$ cat config.mk
export PLATFORM = sky130hd
export DESIGN_NAME = multicycle_control
export DESIGN_NICKNAME = d
export VERILOG_FILES = /design/src/rtl/multicycle_control.sv
export SDC_FILE = /design/constraint.sdc
export NUM_CORES = 1
export LEC_CHECK = 0
export CAP_MARGIN = 20
export CORE_MARGIN = 3
export CORE_UTILIZATION = 48
export CTS_CLUSTER_SIZE = 20
export DETAILED_ROUTE_END_ITERATION = 10
export PLACE_DENSITY = 0.79
export RECOVER_POWER = 100
export SETUP_SLACK_MARGIN = 0.05
export SLEW_MARGIN = 20
export SYNTH_ARGS = -nofsm -noshare
export SYNTH_HDL_FRONTEND = slang
export SYNTH_SLANG_ARGS = --single-unit
$ cat constraint.sdc
create_clock -name clk -period 4.4 [get_ports clk]
set_clock_uncertainty 0.1 [all_clocks]
set_input_delay 0.66 -clock clk [delete_from_list [all_inputs] [get_ports clk]]
set_output_delay 0.66 -clock clk [all_outputs]
set_load 0.05 [all_outputs]
$ cat src/rtl/multicycle_control.sv
// Main control FSM of the multicycle MIPS datapath: steps each instruction through
// fetch/decode/execute/memory/writeback, stalls on mem_ready, counts retirements.
module multicycle_control #(
  parameter int USE_MEM_READY = 1,
  parameter int CNT_W         = 32
) (
  input  logic             clk,
  input  logic             rst_n,
  input  logic [5:0]       opcode,
  input  logic             mem_ready,
  output logic [1:0]       ula_operation,
  output logic             ula_src_a,
  output logic [1:0]       ula_src_b,
  output logic             pc_write,
  output logic             pc_write_cond,
  output logic [1:0]       pc_source,
  output logic             i_or_d,
  output logic             mem_read,
  output logic             mem_write,
  output logic             ir_write,
  output logic             mem_to_reg,
  output logic             reg_dst,
  output logic             reg_write,
  output logic [3:0]       state,
  output logic [CNT_W-1:0] instr_count,
  output logic             illegal_op
);

  typedef enum logic [3:0] {
    IDLE      = 4'd0,
    FETCH     = 4'd1,
    DECODE    = 4'd2,
    MEM_ADDR  = 4'd3,
    MEM_READ  = 4'd4,
    MEM_WB    = 4'd5,
    MEM_WRITE = 4'd6,
    EXECUTE   = 4'd7,
    R_WB      = 4'd8,
    BRANCH    = 4'd9,
    JUMP      = 4'd10,
    ADDI_EXEC = 4'd11,
    ADDI_WB   = 4'd12
  } state_t;

  localparam logic [5:0] OP_RTYPE = 6'b000000;
  localparam logic [5:0] OP_LW    = 6'b100011;
  localparam logic [5:0] OP_SW    = 6'b101011;
  localparam logic [5:0] OP_BEQ   = 6'b000100;
  localparam logic [5:0] OP_J     = 6'b000010;
  localparam logic [5:0] OP_ADDI  = 6'b001000;

  state_t state_q, state_d;
  logic   ready, retire, bad_op;
  logic   in_fetch, pc_jump;

  assign ready = (USE_MEM_READY != 0) ? mem_ready : 1'b1;

  // NOTE: every always_comb output gets a default first so no path leaves it unassigned (no latch).
  always_comb begin
    state_d = IDLE;
    retire  = 1'b0;
    bad_op  = 1'b0;
    case (state_q)
      IDLE:     state_d = FETCH;
      FETCH:    state_d = ready ? DECODE : FETCH;
      DECODE: begin
        case (opcode)
          OP_RTYPE:      state_d = EXECUTE;
          OP_LW, OP_SW:  state_d = MEM_ADDR;
          OP_BEQ:        state_d = BRANCH;
          OP_J:          state_d = JUMP;
          OP_ADDI:       state_d = ADDI_EXEC;
          default: begin
            state_d = FETCH;
            bad_op  = 1'b1;
          end
        endcase
      end
      MEM_ADDR:  state_d = (opcode == OP_SW) ? MEM_WRITE : MEM_READ;
      MEM_READ:  state_d = ready ? MEM_WB : MEM_READ;
      MEM_WB:    begin state_d = FETCH; retire = 1'b1; end
      MEM_WRITE: begin state_d = ready ? FETCH : MEM_WRITE; retire = ready; end
      EXECUTE:   state_d = R_WB;
      R_WB:      begin state_d = FETCH; retire = 1'b1; end
      BRANCH:    begin state_d = FETCH; retire = 1'b1; end
      JUMP:      begin state_d = FETCH; retire = 1'b1; end
      ADDI_EXEC: state_d = ADDI_WB;
      ADDI_WB:   begin state_d = FETCH; retire = 1'b1; end
      default:   state_d = IDLE;
    endcase
  end

  // Outputs are registered from the next state, so they line up with state_q as a Moore decode.
  always_ff @(posedge clk or negedge rst_n) begin
    if (!rst_n) begin
      state_q       <= IDLE;
      instr_count   <= '0;
      illegal_op    <= 1'b0;
      ula_operation <= 2'b00;
      ula_src_a     <= 1'b0;
      ula_src_b     <= 2'b00;
      pc_jump       <= 1'b0;
      pc_write_cond <= 1'b0;
      pc_source     <= 2'b00;
      i_or_d        <= 1'b0;
      mem_read      <= 1'b0;
      mem_write     <= 1'b0;
      mem_to_reg    <= 1'b0;
      reg_dst       <= 1'b0;
      reg_write     <= 1'b0;
      in_fetch      <= 1'b0;
    end else begin
      state_q <= state_d;
      if (retire) instr_count <= instr_count + 1'b1;
      if (bad_op) illegal_op  <= 1'b1;

      ula_operation <= 2'b00;
      ula_src_a     <= 1'b0;
      ula_src_b     <= 2'b00;
      pc_jump       <= 1'b0;
      pc_write_cond <= 1'b0;
      pc_source     <= 2'b00;
      i_or_d        <= 1'b0;
      mem_read      <= 1'b0;
      mem_write     <= 1'b0;
      mem_to_reg    <= 1'b0;
      reg_dst       <= 1'b0;
      reg_write     <= 1'b0;
      in_fetch      <= 1'b0;
      case (state_d)
        FETCH:     begin mem_read <= 1'b1; ula_src_b <= 2'b01; in_fetch <= 1'b1; end
        DECODE:    ula_src_b <= 2'b11;
        MEM_ADDR:  begin ula_src_a <= 1'b1; ula_src_b <= 2'b10; end
        MEM_READ:  begin mem_read <= 1'b1; i_or_d <= 1'b1; end
        MEM_WB:    begin mem_to_reg <= 1'b1; reg_write <= 1'b1; end
        MEM_WRITE: begin mem_write <= 1'b1; i_or_d <= 1'b1; end
        EXECUTE:   begin ula_src_a <= 1'b1; ula_operation <= 2'b10; end
        R_WB:      begin reg_dst <= 1'b1; reg_write <= 1'b1; end
        BRANCH: begin
          ula_src_a     <= 1'b1;
          ula_operation <= 2'b01;
          pc_write_cond <= 1'b1;
          pc_source     <= 2'b01;
        end
        JUMP:      begin pc_jump <= 1'b1; pc_source <= 2'b10; end
        ADDI_EXEC: begin ula_src_a <= 1'b1; ula_src_b <= 2'b10; end
        ADDI_WB:   reg_write <= 1'b1;
        default:   ;
      endcase
    end
  end

  // The fetch strobes follow mem_ready within the cycle so the IR/PC load only on completion.
  assign ir_write = in_fetch & ready;
  assign pc_write = pc_jump | (in_fetch & ready);
  assign state    = state_q;

endmodule
* Yosys cells after proc, flatten, opt, wreduce, memory -nomap -nowiden
Cells that the tools add are included.
Operators by class: add/sub/neg operators 1, eq/ne operators 29, mux-type cells 22, bitwise logic cells 2, reduce and logical (&&, ||, !) cells 11
Operators by type and width (count):
- equality test 4 bit (second input constant) | 10
- adder 32 x 1 -> 32 bit (second input constant) | 1
- equality test 4 x 3 -> 1 bit (second input constant) | 8
- one-hot mux 4 bit (8 select lines) | 1
- one-hot mux 4 bit (5 select lines) | 1
- equality test 4 x 2 -> 1 bit (second input constant) | 4
- 2-to-1 mux 1 bit | 13
- equality test 6 bit (second input constant) | 2
- OR reduction 6 bit | 2
- equality test 4 x 1 -> 1 bit (second input constant) | 2
- one-hot mux 2 bit (2 select lines) | 2
- OR reduction 2 bit | 4
- equality test 6 x 2 -> 1 bit (second input constant) | 1
- equality test 6 x 3 -> 1 bit (second input constant) | 1
- equality test 6 x 4 -> 1 bit (second input constant) | 1
- logical NOT 6 bit | 1
- one-hot mux 2 bit (3 select lines) | 1
- OR reduction 5 bit | 1
- logical NOT 4 bit | 1
- 2-to-1 mux 2 bit | 2
- OR reduction 4 bit | 1
- 2-to-1 mux 3 bit | 1
- OR reduction 3 bit | 1
- one-hot mux 1 bit (2 select lines) | 1
- other kinds (2) | 2
Word-level totals: register bits after elaboration 53, input bits 9, output and inout port bits 53, logic and storage cells 81

* Depth between registers and ports, before layout
Gate-level depths: netlist of the first run.
word-level depth 7, mapped depth 7, mapped depth without buffers 6

* Worst setup path after synthesis of the first run
No wires, ideal clock.
kind input-to-output, start point in mem_ready, end point out pc_write, arrival time 1.444 ns, required time 3.640 ns, slack 2.196 ns, stages on the path 2, cells stage by stage and2_1 or2_2
Between the ends: longest elaborated chain between the ends 2
RTL lines:
- start: declaration | RTL line 10 | input logic mem_ready,
- AND 1 bit | RTL line 155 | assign pc_write = pc_jump | (in_fetch & ready);
- OR 1 bit | RTL line 155
- end: declaration | RTL line 14 | output logic pc_write,
Every way passes these cells.

* Final worst setup path of the first run
Same ends and word-level chain as after synthesis.

==> flow_summary.ini, run 1 <==
[logic_synthesis]
synth.distinct_cells = 48
synth-xor-area-share = 0.123
syn_avg_cell_area_um2 = 11.3
synth_compound_area_frac = 0.0906
yosys_warnings = 0
synth_area_leaders = dfrtp_1, xnor2_1, nand3_1
syn_nets = 223
synthAdderAreaFrac = 0.00983
synth_cells = 213
ys_seq_area_frac = 0.518
yosys.area_share.simple = 0.221
muxShareOfSynthArea = 0.00466
ys_seq_elements = 50
synth_top_family_by_area = simple AND/OR/NAND/NOR gates
yosys.area.top_type = dfrtp_1
synth_top_area_share = 0.518
syn-cell-area_um2 = 2420

[layout]
n_antenna_cell = 0
multi_input_area_um2 = 1020
area_growth_syn_to_layout_pct = 26.7
regMostFlops = instr_count
drive_gt1_frac = 0.0696
largest_reg_flops = 32
fin_util = 0.640
seqCellArea_um2 = 1250
nets = 282
fillers = 404
final_cell_area_um2 = 3060

[grt]
grt_pass1_wl_mm = 7.68
antenna_found_initial = 0
grt_overflow_total = 0
grt_pass1_vias = 1634
grt_usage = 0.159
grt_max_degree = 51

[floorplan]
core_area_um2 = 4790
dieWidth_um = 77.0
io_pins = 62
die_area_um2 = 5920
initial_core_util = 0.505
fp.dieH_um = 77.0
rows = 25

[placed_design]
dp_hpwl_mm = 3.31
globalplace.congestion = 0.795
placed_area_um2 = 3050
dp_slack_ps = 1230
port_buffers = 61

[run]
maxCapViolCount = 1

[sta]
rsz0062_at_grt = false
finalMaxSlewViolations = 51
clock.fmax_mhz = 304
whs_ps = 375
period_share = 0.749
fin_ws_ps = 1110
setup_viol = 0
worst_slew_pin_slew_ps = 2510
timing.setup.tns_ps = 0
hold_viol_final = 0
fin_crit_ps = 3290
relSlewSlack = -0.676

[critical_path]
worstPathArrival_ps = 2530
critPathMaxFanout = 8
crit_path_frequent_cell = dlygate4sd3_1
worstReg2RegEnd = instr_count[31]
r2r-start = state[0]
end_kind = output pin
crit_path_cell_trace = dlygate4sd3_1 > and2_1 > or2_2 > dlygate4sd3_1
crit_slowest_cell = dlygate4sd3_1
reg2reg_slack_ps = 1440
critPathTopFamily = buffers and inverters
worst_path_largest_cell_delay_ps = 760
rr_worst_depth = 5
cp_data_required_time_ps = 3640
worstSetupPathType = primary input to output pin
start_kind = primary input
crit_buf_inv = 2

[min_path]
holdCritStartpoint = instr_count[31]
whs_path_depth = 1
hp-class = flip-flop to flip-flop
holdPathEnd = instr_count[31]

[status]
violations = max-capacitance violations, max-slew violations
status = complete, but fails checks

[cts]
cts.repair.resized = 0
cts_hold_buf = 0
htreeDepth = 2
cts.sinks = 50
post-cts-setup-buffers = 0
clk_latency_ps = 290
cts_buffers = 5
cts_buffer_depth = 2
cts-root-buf = clkbuf_8
cts_tree = done
path_clk_slew_ps = 90

[detailed_routing]
drc = 0
antenna_left = 0
wire_per_inst_um = 13.3
vias = 1773
via_per_inst = 5.21
wirelength_mm = 4.53
dr.first_iter.drc_count = 76
first_pass_iters = 5

[power]
vdd_ir_drop_max_uv = 313
power.density_nw_per_um2 = 494
power_leakage_nw = 1.41
## metal layers
layer	wire [µm]	global-route usage
met1	2140	0.210
met2	2140	0.263
met3	214	0.0376
met4	38	0.0435
met5	0	0
## through the flow
stage               instances  power, mW
floorplan                 213       1.13
global placement          332       1.32
detailed placement        332       1.32
CTS                       340       1.58
global route              340       1.60
finish                    340       1.51
## cell families (layout without fill, tap and decap cells)
kind of cell             count (synthesis)  after routing
AO/OA/AOI/OAI                           22             22
XOR/XNOR                                34             34
adder cells (fa/ha/maj)                  2              2
buffers and inverters                   13             73
flip-flops                              50             50
multiplexers                             1              1
AND/OR/NAND/NOR                         91             91
## synth_stat cells (all sizes together)
master    n
dfrtp    50
xnor2    27
nand2    17
nand3    15
and3     12
nand4    10
buf       9
nor2      9
xor2      7
nor3      6
a211oi    4
and2      4
nor2b     4
o21ai     4
a21oi     3
inv       3
a31o      2
nand2b    2
nand4b    2
o211ai    2
o221ai    2
or2       2
a2111oi   1
a31oi     1
and3b     1
and4      1
and4bb    1
clkinv    1
ha        1
maj3      1
mux2      1
nand3b    1
nor3b     1
nor4      1
nor4b     1
nor4bb    1
o2111ai   1
o21a      1
o22a      1
## worst max-delay path by stage
stage	start	to	slack, ps	cells past startpoint
6_report	mem_ready	pc_write	1110	4
5_1_grt	mem_ready	instr_count[31]	1040	6
4_1_cts	mem_ready	pc_write	1230	4
3_5_place_dp	mem_ready	pc_write	1230	4
3_3_place_gp	mem_ready	pc_write	1220	4
2_1_floorplan	mem_ready	pc_write	2200	2
## area by class of cell
| cell class | instances | share of cell area |
|---|---|---|
| Inverter | 4 | 0.00531 |
| Timing Repair Buffer | 61 | 0.197 |
| Clock inverter | 2 | 0.00449 |
| Multi-Input combinational cell | 150 | 0.333 |
| Tap cell | 67 | 0.0274 |
| Sequential cell | 50 | 0.408 |
| Clock buffer | 6 | 0.0237 |
## cell usage in the layout, fill, tap and decap left out, types with 4 or more instances in the layout
master	n
nand3_1	15
dlygate4sd3_1	55
dfrtp_1	50
nor3_1	6
and3_1	10
nor2_1	9
clkdlybuf4s50_1	5
xor2_1	7
nand4_1	10
nor2b_1	4
xnor2_1	27
clkbuf_8	5
nand2_1	17
and2_1	4
## worst register-to-register path, delay by kind of cell, from the launching register on
family,cells,cell delay (ps)
simple gates,2,410
flops,1,580
compound gates,1,1160
xor+xnor,1,210
fa+ha+maj,1,400
## where the power goes
part           internal, mW  leakage [nW]  switching [mW]  total [mW]
Clock                 0.112        0.0452           0.142       0.254
Combinational         0.223         0.706           0.417       0.640
Sequential            0.528         0.663          0.0907       0.619
Total                 0.863          1.41           0.649        1.51
No activity file was read; power rests on OpenSTA's default activity.
==> run 2: changes to the inputs <==
--- a/config.mk
+++ b/config.mk
@@ -7,10 +7,10 @@
 export LEC_CHECK = 0
 export CAP_MARGIN = 20
 export CORE_MARGIN = 3
-export CORE_UTILIZATION = 48
+export CORE_UTILIZATION = 44
 export CTS_CLUSTER_SIZE = 20
 export DETAILED_ROUTE_END_ITERATION = 10
-export PLACE_DENSITY = 0.79
+export PLACE_DENSITY = 0.76
 export RECOVER_POWER = 100
 export SETUP_SLACK_MARGIN = 0.05
 export SLEW_MARGIN = 20
==> constraint.sdc (replaced) <==
create_clock -name clk -period 2.9 [get_ports clk]
set_clock_uncertainty 0.1 [all_clocks]
set_input_delay 0.435 -clock clk [delete_from_list [all_inputs] [get_ports clk]]
set_output_delay 0.435 -clock clk [all_outputs]
set_load 0.05 [all_outputs]
==> flow_summary.ini, run 2 (same netlist as run 1, synthesis figures left out) <==
[status]
status = finished clean

[critical_path]
cp_data_required_time_ps = 3010
worst_path_largest_cell_delay_ps = 610
critPathMaxFanout = 8
worstPathArrival_ps = 2620
crit_path_cell_trace = dlygate4sd3_1 > nor4_1 > nand3b_1 > o221ai_1 > nand2_1 > nor3b_1
end_kind = flip-flop
start_kind = primary input
worstSetupPathType = primary input to flip-flop
rr_worst_depth = 5
crit_slowest_cell = dlygate4sd3_1

[placed_design]
globalplace.congestion = 0.797
dp_hpwl_mm = 3.55
port_buffers = 61

[power]
vdd_ir_drop_max_uv = 415
power_leakage_nw = 1.44
power.density_nw_per_um2 = 757

[cts]
cts.repair.resized = 0
cts_hold_buf = 1
cts_tree = done
path_clk_slew_ps = 90
post-cts-setup-buffers = 0
htreeDepth = 2
cts-root-buf = clkbuf_8
clk_latency_ps = 300
cts.sinks = 50
cts_buffers = 5
cts_buffer_depth = 2

[sta]
timing.setup.tns_ps = 0
fin_crit_ps = 2510
finalMaxSlewViolations = 0
setup_viol = 0
worst_slew_pin_slew_ps = 1050
whs_ps = 380
period_share = 0.867
clock.fmax_mhz = 398
rsz0062_at_grt = false
hold_viol_final = 0
relSlewSlack = 0.301

[floorplan]
dieWidth_um = 80.1
core_area_um2 = 5200
rows = 26
die_area_um2 = 6420
initial_core_util = 0.464
io_pins = 62
fp.dieH_um = 80.1

[layout]
fillers = 449
multi_input_area_um2 = 1020
fin_util = 0.598
final_common_cell = dlygate4sd3_1
nets = 286
layout_common_cells = dlygate4sd3_1, dfrtp_1, xnor2_1
largest_reg_flops = 32
drive_gt1_frac = 0.0903
area_growth_syn_to_layout_pct = 28.8
seqCellArea_um2 = 1250
regMostFlops = instr_count
n_antenna_cell = 0

[run]
maxCapViolCount = 0

[grt]
grt_overflow_total = 0
grt_pass1_vias = 1759
grt_usage = 0.161
grt_max_degree = 31
antenna_found_initial = 0
grt_pass1_wl_mm = 8.17

[detailed_routing]
drc = 0
antenna_left = 0
first_pass_iters = 5
wire_per_inst_um = 13.5
wirelength_mm = 4.70
vias = 1812
dr.first_iter.drc_count = 60
via_per_inst = 5.22

[min_path]
hp-class = flip-flop to flip-flop
whs_path_depth = 1
-- run 2: cell types whose count changed in the layout (fill, tap and decap cells not counted) --
| cell | delta |
|---|---|
| and2_0 | +1 |
| and2_1 | -1 |
| buf_4 | +3 |
| clkbuf_2 | +1 |
| clkbuf_8 | +2 |
| clkinv_2 | -1 |
| clkinv_4 | +1 |
| clkinvlp_2 | -1 |
| dlygate4sd3_1 | -1 |
| o21ai_0 | -1 |
| o21ai_2 | +1 |
| or2_0 | +1 |
| or2_1 | -1 |
-- run 2: cell type report --
| class | count | share of cell area |
|---|---|---|
| sequential | 50 | 0.402 |
| multi-input combinational | 150 | 0.329 |
| timing repair buffer | 65 | 0.201 |
| clock buffer | 7 | 0.0309 |
| tap | 70 | 0.0281 |
| inverter | 4 | 0.00643 |
| clock inverter | 1 | 0.00281 |
-- run 2: per-layer routing --
layer,up-vias,global-route usage,routed length (µm)
li1,880,-,-
met1,884,0.211,2090
met3,6,0.0325,208
met2,42,0.265,2320
met5,-,0,0
met4,0,0.0591,78
-- run 2: path summary, 6_finish.rpt --
kind | start | end | slack (ps)
worst min register to register | instr_count[31] | instr_count[31] | 380
worst max-delay path | opcode[3] | mem_write | 390
worst min-delay path | instr_count[31] | instr_count[31] | 380
max in group asynchronous | rst_n | instr_count[0] | 700
min in group asynchronous | rst_n | instr_count[16] | 730
worst max register to register | state[0] | instr_count[24] | 480
-- run 2: power breakdown --
group	switching, mW	internal [mW]	total, mW	leakage [nW]
logic	0.646	0.338	0.984	0.723
clock network	0.220	0.219	0.439	0.0544
registers	0.133	0.801	0.935	0.663
-- run 2: critical path, delay by kind of cell --
kind                   cells  cell delay, ps
and+or+nand+nor            4            1000
buffers and inverters      1             610
AOI/OAI and AO/OA          1             580
-- run 2: metrics by stage --
step / instance area [µm²] / total power [mW] / setup slack (ps) / cells
finish: 3110 / 2.36 / 386 / 347
global route: 3110 / 2.50 / 170 / 347
CTS: 3180 / 2.46 / 398 / 347
detailed placement: 3070 / 2.02 / 422 / 338
global placement: 3070 / 2.01 / 458 / 338
floorplan: 2420 / 1.71 / 772 / 213
